`config.mk`:
```
export PLATFORM = sky130hd
export DESIGN_NAME = lockout_timer
export DESIGN_NICKNAME = d
export VERILOG_FILES = /design/src/rtl/lockout_timer.sv
export SDC_FILE = /design/constraint.sdc
export NUM_CORES = 1
export LEC_CHECK = 0
export BUFFER_PORTS_ARGS = -buffer_cell sky130_fd_sc_hd__buf_4
export CAP_MARGIN = 20
export CORE_MARGIN = 10
export CORE_UTILIZATION = 60
export DETAILED_ROUTE_END_ITERATION = 10
export GPL_TIMING_DRIVEN = 0
export PLACE_DENSITY = 0.77
export SKIP_LAST_GASP = 1
export SLEW_MARGIN = 40
export SYNTH_ARGS = -nofsm -noshare
export SYNTH_HDL_FRONTEND = slang
export SYNTH_SLANG_ARGS = --single-unit
```
`constraint.sdc`:
```
create_clock -name clk -period 3.2 [get_ports clk]
set_input_delay 0.32 -clock clk [delete_from_list [all_inputs] [get_ports clk]]
set_output_delay 0.32 -clock clk [all_outputs]
set_load 0.03 [all_outputs]
```
`src/rtl/lockout_timer.sv`:
```
// Loadable down-counter: load sets CYCLES-1, then it counts to zero and holds.
// expired is high whenever the count sits at zero.
module lockout_timer #(
    parameter int CYCLES = 100_000_000
) (
    input  logic clk,
    input  logic rst,
    input  logic load,
    output logic expired
);
    localparam int TW = $clog2(CYCLES);

    logic [TW-1:0] count_q, count_d;

    always_comb begin
        count_d = count_q;
        if (load) begin
            count_d = TW'(CYCLES - 1);
        end else if (count_q != '0) begin
            count_d = count_q - TW'(1);
        end
    end

    always_ff @(posedge clk) begin
        if (rst) begin
            count_q <= '0;
        end else begin
            count_q <= count_d;
        end
    end

    assign expired = (count_q == '0);

endmodule

```
==> impl_metrics.tcl, run 1 <==
set metrics [dict create \
    n_antenna_cell 0 \
    numCtsBuffers 3 \
    vias_per_cell 6.500 \
    gp_congestion 0.8900 \
    rrSetupSlack_ns 0.49 \
    hold_viol_final 0 \
    largest_reg_flops 27 \
    min_path_cells 3 \
    grt_first_pass_wirelength_mm 5.306 \
    grt_pass1_vias 1130 \
    fp.dieW_um 68.29 \
    worstSetupStartpointType "flop" \
    intPower_w 0.0004536 \
    clk_latency_ns 0.31 \
    cts_sinks 27 \
    synth_top_flop_cell "dfxtp_1" \
    ys_types 37 \
    finish.utilization 0.6702 \
    cts_tree "yes" \
    synth_fp_nets 171 \
    cpPeakStageDelay_ns 0.66 \
    rsz0062_at_grt "false" \
    final_common_cell "dfxtp_1" \
    path_cells "inv_1, ha_1, or4b_2, nor3_2, and3_1, mux2_2, a21oi_1" \
    cts.root.buffer_cell "clkbuf_4" \
    ys_async_sr_fraction 0 \
    switching_share 0.2929 \
    worst_slew_pin_slew_ns 0.6701 \
    crit_path_end_kind "flop" \
    regMostFlops "count_q" \
    grt_usage 0.1468 \
    overflow 0 \
    ys_ff_latch 27 \
    clock.fmax_mhz 368.8 \
    cp_data_required_time_ns 3.46 \
    htreeDepth 1 \
    drtPass1Iterations 4 \
    setup_viol 0 \
    reg.largest.list "count_q: 27 flops" \
    p_switching_w 0.0001879 \
    core_region_area_mm2 0.002212 \
    max-slew-margin-rel 0.5492 \
    skew_ns 0.003627 \
    path_buf_inv 1 \
    post_cts_resized 0 \
    cts_hold_buf 0 \
    crit_type "flop to flop" \
    drtIter0Drc 168 \
    io_buffers 3 \
    via_count 1313 \
    leakage_nw 0.5087 \
    clk_pin_slew_ns 0.14 \
    comb_power_share 0.194 \
    clk_path_buf_depth 2 \
    syn_to_final_growth_pct 5.993 \
    grt_max_degree 15 \
    fillers 200 \
    outcome "completed" \
    crit_slowest_cell "or4b_2" \
    hold_path.class "input pin to flop" \
    hpwl_mm 2.259 \
    wl_per_cell_um 15.82 \
    layout-drive-gt1-share 0.09770 \
    syn_inst 167 \
    setup_tns_ns 0 \
    fin_nets 179 \
    rows 17 \
    worstPathMaxFanout 9 \
    post_cts_buffers 0 \
    drv_slew 0 \
    p_clk_frac 0.221 \
    layout_min_cycle_time_ns 2.711 \
    critPathTopFamily "simple AND/OR/NAND/NOR gates" \
    most-common-layout-cells "dfxtp_1 (27), a21oi_1 (19)" \
    finalPower_w 0.0006414 \
    antenna_found_initial 0 \
    syn_area_mm2 0.001399 \
    p_seq_frac 0.585 \
    io_pins 4 \
    die_y_um 68.29 \
    powerDensity_mw_per_mm2 432.6 \
    finalCritPeriodShare 0.8473 \
    initial_core_util 0.6324 \
    syn_area_per_cell_um2 8.376 \
    ys_seq_area_frac 0.3864 \
    worstSetupPathDepth 7 \
    yosys_warnings 0 \
    crit_arrival_ns 2.97 \
    reg2regPathDepth 7 \
    cap_violations 0 \
    synth_edf_count 0 \
    peakVddDrop_uv 286.8 \
    drc 0 \
    ant_nets 0 \
    drt-total-wl_mm 3.195 \
    dieArea_mm2 0.004663 \
]
## power groups by stage
stage / combinational, W / sequential [W] / clock, W
final: 0.000124 / 0.000375 / 0.000142
after global routing: 0.000140 / 0.000379 / 0.000164
after CTS: 0.000122 / 0.000375 / 0.000151
after detailed placement: 0.000122 / 0.000382 / 0
after global placement: 0.000118 / 0.000381 / 0
after floorplan: 0.0000954 / 0.000378 / 0
## logic make-up (layout without fill, tap and decap cells)
kind of cell | count (synthesis) | in the layout | share of synthesized area
buffers and inverters | 17 | 24 | 0.04740
DFF | 27 | 27 | 0.3864
adders and majority gates | 1 | 1 | 0.008943
AOI/OAI and AO/OA | 49 | 49 | 0.2272
and+or+nand+nor | 64 | 64 | 0.2719
xor gates and xnor gates | 8 | 8 | 0.05009
muxes | 1 | 1 | 0.008050
## layout make-up
class | instances | area (um^2) | share of cell area
flip-flops and latches | 27 | 540.5 | 0.3646
clock buffers | 4 | 26.28 | 0.01772
well taps | 28 | 35.03 | 0.02363
plain buffers | 11 | 43.79 | 0.02954
inverters | 6 | 22.52 | 0.01519
multi-input cells | 123 | 792.0 | 0.5342
repair buffers | 3 | 22.52 | 0.01519
## per-stage QoR
stage | setup slack [ns] | instances | hold slack (ns) | instance area [um^2]
6_report | 0.4885 | 202 | 0.2723 | 1483
5_1_grt | 0.2772 | 202 | 0.2528 | 1483
4_1_cts | 0.5196 | 202 | 0.2636 | 1483
3_5_place_dp | 0.5515 | 198 | 0.4611 | 1456
3_3_place_gp | 0.5931 | 198 | 0.4617 | 1456
2_1_floorplan | 0.9044 | 167 | 0.4490 | 1399
## worst paths after layout
check	from	endpoint
hold reg to reg	count_q[26]	count_q[26]
hold / removal	rst	count_q[8]
setup / recovery	count_q[0]	count_q[1]
setup reg to reg	count_q[0]	count_q[1]
## synthesized netlist by cell type, types with 3 or more instances
cell type	n	area share
inv_1	5	0.013
nor2_1	10	0.027
nand4_1	4	0.018
dfxtp_1	27	0.39
or2_2	5	0.022
nand3_1	3	0.011
clkbuf_1	9	0.024
a21oi_1	19	0.068
a31oi_1	9	0.040
nand2_1	8	0.021
o41ai_1	5	0.031
xor2_1	6	0.038
and3_1	3	0.013
or3_1	10	0.045
o31ai_1	8	0.043
or4_1	10	0.054
nor4_1	3	0.013
## worst min-delay path, cell delays in order
cell and delay, ns:
buf_4 0.09, or3_1 0.09, o41ai_1 0.05
## layer usage
| layer | up-vias | track usage | part of all wire |
|---|---|---|---|
| met5 | - | 0 | 0 |
| met4 | 0 | 0.06533 | 0.0088 |
| met3 | 4 | 0.01958 | 0.050 |
| met2 | 30 | 0.2314 | 0.47 |
| met1 | 619 | 0.1944 | 0.47 |
| li1 | 660 | - | - |
Note: power is estimated with default switching activity, not from simulation.
==> inputs of run 2 (changes only) <==
--- a/config.mk
+++ b/config.mk
@@ -8,10 +8,10 @@
 export BUFFER_PORTS_ARGS = -buffer_cell sky130_fd_sc_hd__buf_4
 export CAP_MARGIN = 20
 export CORE_MARGIN = 10
-export CORE_UTILIZATION = 60
+export CORE_UTILIZATION = 54
 export DETAILED_ROUTE_END_ITERATION = 10
 export GPL_TIMING_DRIVEN = 0
-export PLACE_DENSITY = 0.77
+export PLACE_DENSITY = 0.73
 export SKIP_LAST_GASP = 1
 export SLEW_MARGIN = 40
 export SYNTH_ARGS = -nofsm -noshare
==> constraint.sdc (replaced) <==
create_clock -name clk -period 2.38 [get_ports clk]
set_input_delay 0.238 -clock clk [delete_from_list [all_inputs] [get_ports clk]]
set_output_delay 0.238 -clock clk [all_outputs]
set_load 0.03 [all_outputs]
==> impl_metrics.tcl, run 2 (same netlist as run 1, synthesis figures left out) <==
set metrics [dict create \
    outcome "completed" \
    path_buf_inv 3 \
    min_path_cells 3 \
    most-common-layout-cells "dfxtp_1 (24), a21oi_1 (19), buf_4 (11)" \
    antenna_found_initial 0 \
    io_buffers 3 \
    crit_type "flop to output port" \
    worst_slew_pin_slew_ns 0.5280 \
    worstPathMaxFanout 4 \
    skew_ns 0.004921 \
    ant_nets 0 \
    wl_met1_mm 1.680 \
    die_y_um 70.90 \
    drc 0 \
    critPathTopFamily "simple AND/OR/NAND/NOR gates" \
    vias_per_cell 6.531 \
    final_common_cell "dfxtp_1" \
    leakage_nw 0.5697 \
    comb_power_share 0.227 \
    fin_nets 186 \
    hold_viol_final 0 \
    powerDensity_mw_per_mm2 558.5 \
    clk_pin_slew_ns 0.14 \
    finalCritPeriodShare 0.9785 \
    top_layer "met4" \
    clock.fmax_mhz 429.4 \
    path_cells "inv_1, ha_2, nor4b_4, nand2_1, or4_4, inv_2, buf_6" \
    drtIter0Drc 155 \
    io_pins 4 \
    clk_path_buf_depth 2 \
    regMostFlops "count_q" \
    htreeDepth 1 \
    gp_congestion 0.8961 \
    switching_share 0.3040 \
    drt-total-wl_mm 3.569 \
    dieArea_mm2 0.005026 \
    worstSetupStartpointType "flop" \
    hpwl_mm 2.276 \
    dr_wl_met2_mm 1.704 \
    via_count 1378 \
    crit_path_end_kind "output port" \
    crit_slowest_cell "or4_4" \
    n_antenna_cell 0 \
    max-slew-margin-rel 0.6480 \
    cts.root.buffer_cell "clkbuf_4" \
    setup_viol 0 \
    worstSetupPathDepth 7 \
    drv_slew 0 \
    rows 18 \
    grt_max_degree 15 \
    grt_usage 0.1354 \
    reg2regPathDepth 7 \
    crit_arrival_ns 2.09 \
    finalPower_w 0.0009105 \
    grt_first_pass_wirelength_mm 5.830 \
    wl_per_cell_um 16.91 \
    layout-drive-gt1-share 0.2210 \
    grt_pass1_vias 1257 \
    p_seq_frac 0.557 \
    cts_tree "yes" \
    cp_data_required_time_ns 2.14 \
    fp.dieW_um 70.90 \
    syn_to_final_growth_pct 16.55 \
    cap_violations 0 \
    dr_wl_met3_um 169 \
    reg.largest.list "count_q: 27 flops" \
    drtPass1Iterations 4 \
    layout_min_cycle_time_ns 2.329 \
    numCtsBuffers 3 \
    initial_core_util 0.5646 \
    p_clk_frac 0.216 \
    cpPeakStageDelay_ns 0.54 \
    hold_path.class "input pin to flop" \
    core_region_area_mm2 0.002477 \
    peakVddDrop_uv 430.0 \
    setup_tns_ns 0 \
    clk_latency_ns 0.32 \
    overflow 0 \
    p_switching_w 0.0002768 \
    cts_sinks 27 \
    intPower_w 0.0006337 \
    largest_reg_flops 27 \
]
-- run 2: power groups by stage --
stage / clock network, W / logic [W] / registers [W]
after CTS: 0.000204 / 0.000192 / 0.000504
final: 0.000197 / 0.000207 / 0.000507
after detailed placement: 0 / 0.000165 / 0.000515
after floorplan: 0 / 0.000128 / 0.000508
after global routing: 0.000223 / 0.000226 / 0.000511
after global placement: 0 / 0.000160 / 0.000512
-- run 2: path summary, 6_finish.rpt --
check,startpoint,to,slack [ns]
worst max-delay path,count_q[0],expired,0.05
worst min-delay path,rst,count_q[8],0.19
worst max register to register,count_q[5],count_q[8],0.11
worst min register to register,count_q[17],count_q[17],0.50
-- run 2: final cells by class --
class,count,area [um^2]
multi-input combinational,123,867.1
fill,212,847.1
sequential,27,546.8
timing repair buffer,12,93.84
tap,30,37.54
buffer,9,36.28
clock buffer,4,26.28
inverter,6,22.52
-- run 2: worst register-to-register path: stages, from the launching register on --
cell      delay, ns
dfxtp_2        0.35
or4_4          0.52
or2_4          0.26
a31o_1         0.20
buf_2          0.18
buf_2          0.22
o311ai_0       0.31
o41ai_1        0.12
-- run 2: repair_timing --
| action | in CTS | in global routing |
|---|---|---|
| setup buffers | 8 | 1 |
| hold buffers | 0 | 0 |
| cloned | 0 | 0 |
| gates resized for setup | 12 | 12 |
| pin swaps | 4 | 1 |
| endpoints found under the setup margin | 22 | 13 |
-- run 2: layer usage --
metal  up-vias  GRT usage
met5         -          0
met3         2    0.02371
met1       664     0.1788
li1        667          -
met2        45     0.2127
met4         0    0.05161
-- run 2: per-stage QoR --
stage	setup WS, ns	cell area, um^2	instances	utilization	hold WS, ns
floorplan	0.08440	1399	167	-	0.4072
global placement	-0.2369	1459	200	0.5889	0.4620
detailed placement	-0.3007	1459	200	0.5889	0.4941
CTS	-0.02220	1588	212	0.6409	0.1736
global route	-0.009315	1630	211	0.6581	0.1841
finish	0.05106	1630	211	0.6581	0.1867
==> inputs of run 3 (changes only) <==
--- a/config.mk
+++ b/config.mk
@@ -7,11 +7,11 @@
 export LEC_CHECK = 0
 export BUFFER_PORTS_ARGS = -buffer_cell sky130_fd_sc_hd__buf_4
 export CAP_MARGIN = 20
+export CORE_ASPECT_RATIO = 2
 export CORE_MARGIN = 10
-export CORE_UTILIZATION = 54
+export CORE_UTILIZATION = 30
 export DETAILED_ROUTE_END_ITERATION = 10
 export GPL_TIMING_DRIVEN = 0
-export PLACE_DENSITY = 0.73
 export SKIP_LAST_GASP = 1
 export SLEW_MARGIN = 40
 export SYNTH_ARGS = -nofsm -noshare
==> constraint.sdc (replaced) <==
create_clock -name clk -period 2.15 [get_ports clk]
set_input_delay 0.215 -clock clk [delete_from_list [all_inputs] [get_ports clk]]
set_output_delay 0.215 -clock clk [all_outputs]
set_load 0.03 [all_outputs]
==> impl_metrics.tcl, run 3 (same netlist as run 1, synthesis figures left out) <==
set metrics [dict create \
    die_y_um 116.6 \
    violations "setup timing" \
    crit_path_end_kind "output port" \
    gp_congestion 0.8538 \
    hold_viol_final 0 \
    layout_min_cycle_time_ns 2.219 \
    cts.root.buffer_cell "clkbuf_8" \
    reg2regPathDepth 6 \
    crit_arrival_ns 2.00 \
    final_common_cell "dfxtp_1" \
    cp-startpoint "count_q[3]" \
    reg2reg_to "count_q[23]" \
    skew_ns 0.001767 \
    numCtsBuffers 3 \
    rows 35 \
    grt_max_degree 15 \
    cp_data_required_time_ns 1.93 \
    grt_usage 0.1021 \
    most-common-layout-cells "dfxtp_1 (25), a21oi_1 (19), buf_4 (17)" \
    worst_slew_pin_slew_ns 0.5818 \
    worstPathMaxFanout 4 \
    setup_viol 5 \
    endpoint "expired" \
    cts_tree "yes" \
    regMostFlops "count_q" \
    via_count 1373 \
    peakVddDrop_uv 442.7 \
    dp_slack_ns -0.2649 \
    antenna_found_initial 0 \
    fp.dieW_um 68.29 \
    drv_slew 0 \
    largest_reg_flops 27 \
    vias_per_cell 5.721 \
    clk_latency_ns 0.27 \
    worstSetupStartpointType "flop" \
    finalNonFillerCells 240 \
    syn_to_final_growth_pct 29.43 \
    drtIter0Drc 36 \
    cap_violations 0 \
    outcome "finished, violations left" \
    max-slew-margin-rel 0.6121 \
    fin_nets 190 \
    overflow 0 \
    ant_nets 0 \
    clock.fmax_mhz 450.6 \
    hpwl_mm 2.612 \
    finalCritPeriodShare 1.032 \
    drt-total-wl_mm 3.903 \
    drc 0 \
    clk_pin_slew_ns 0.09 \
    rrSetupSlack_ns -0.03 \
    post-route-cell-area_mm2 0.001810 \
    initial_core_util 0.3071 \
    placed_cell_area_mm2 0.001515 \
    io_buffers 3 \
    clk_path_buf_depth 2 \
    dp_cells 225 \
    fin_ws_ns -0.06905 \
    crit_type "flop to output port" \
    layout-drive-gt1-share 0.2757 \
    reg.largest.list "count_q: 27 flops" \
    n_antenna_cell 0 \
    grt_first_pass_wirelength_mm 6.403 \
    r2r_start "count_q[3]" \
    drtPass1Iterations 4 \
    grt_pass1_vias 1380 \
    core_region_area_mm2 0.004554 \
    hold_path.class "input pin to flop" \
    rsz0062_at_grt "true" \
    htreeDepth 1 \
    dieArea_mm2 0.007960 \
    cts_sinks 27 \
    powerDensity_mw_per_mm2 610.4 \
    leakage_nw 0.6287 \
    io_pins 4 \
    wl_per_cell_um 16.26 \
]
==> run 3: cell types whose count changed in the layout (fill, tap and decap cells not counted), sizes merged <==
cell    before  now
clkbuf      11    9
buf         14   20
==> run 3: how the worst min path moves through the flow <==
stage                startpoint  cells after the start     endpoint  slack, ns
detailed placement  count_q[26]                      2  count_q[26]       0.47
floorplan                  load                      2   count_q[4]       0.38
global route                rst                      3   count_q[8]       0.25
CTS                         rst                      3   count_q[8]       0.23
finish                      rst                      3   count_q[8]       0.24
global placement    count_q[26]                      2  count_q[26]       0.47
==> run 3: report_power, final <==
part	internal, W	switching [W]
sequential	0.000531	0.0000384
combinational	0.000115	0.000134
clock	0.000133	0.000154
total	0.000779	0.000326
==> run 3: metrics by stage <==
| step | setup TNS, ns | hold WS, ns | total power, W | util |
|---|---|---|---|---|
| 2_1_floorplan | -0.01816 | 0.3842 | 0.0007119 | - |
| 3_3_place_gp | -2.564 | 0.4709 | 0.0007630 | 0.3327 |
| 3_5_place_dp | -2.426 | 0.4719 | 0.0007631 | 0.3327 |
| 4_1_cts | -0.7806 | 0.2277 | 0.001086 | 0.3786 |
| 5_1_grt | -0.5995 | 0.2507 | 0.001156 | 0.3975 |
| 6_report | -0.1357 | 0.2403 | 0.001105 | 0.3975 |
==> run 3: cell type report <==
class                      instances  area [um^2]
clock buffer                       4        45.04
inverter                           6        22.52
fill                             491         2744
tap                               55        68.82
multi-input combinational        123        929.6
sequential                        27        543.0
buffer                             6        51.30
timing repair buffer              19        150.1
==> run 3: critical path, cell delays in order, from the launching register on <==
cell	delay, ns
dfxtp_2	0.33
or4_4	0.53
or2_4	0.27
or4_4	0.43
inv_2	0.07
buf_6	0.12
==> run 3: what timing repair did <==
action                                  in CTS  in global routing
resized for setup                           16                 13
hold buffers                                 0                  0
pin swaps                                    8                  4
gates cloned                                 0                  0
endpoints found under the setup margin      18                 19
buffers inserted                            12                  4
==> run 3: layer usage <==
| metal | GRT usage | wire length [um] | part of all wire |
|---|---|---|---|
| met3 | 0.008646 | 39 | 0.010 |
| met4 | 0.05533 | 188 | 0.048 |
| met2 | 0.1948 | 2164 | 0.55 |
| met1 | 0.1007 | 1510 | 0.39 |
| met5 | 0 | 0 | 0 |
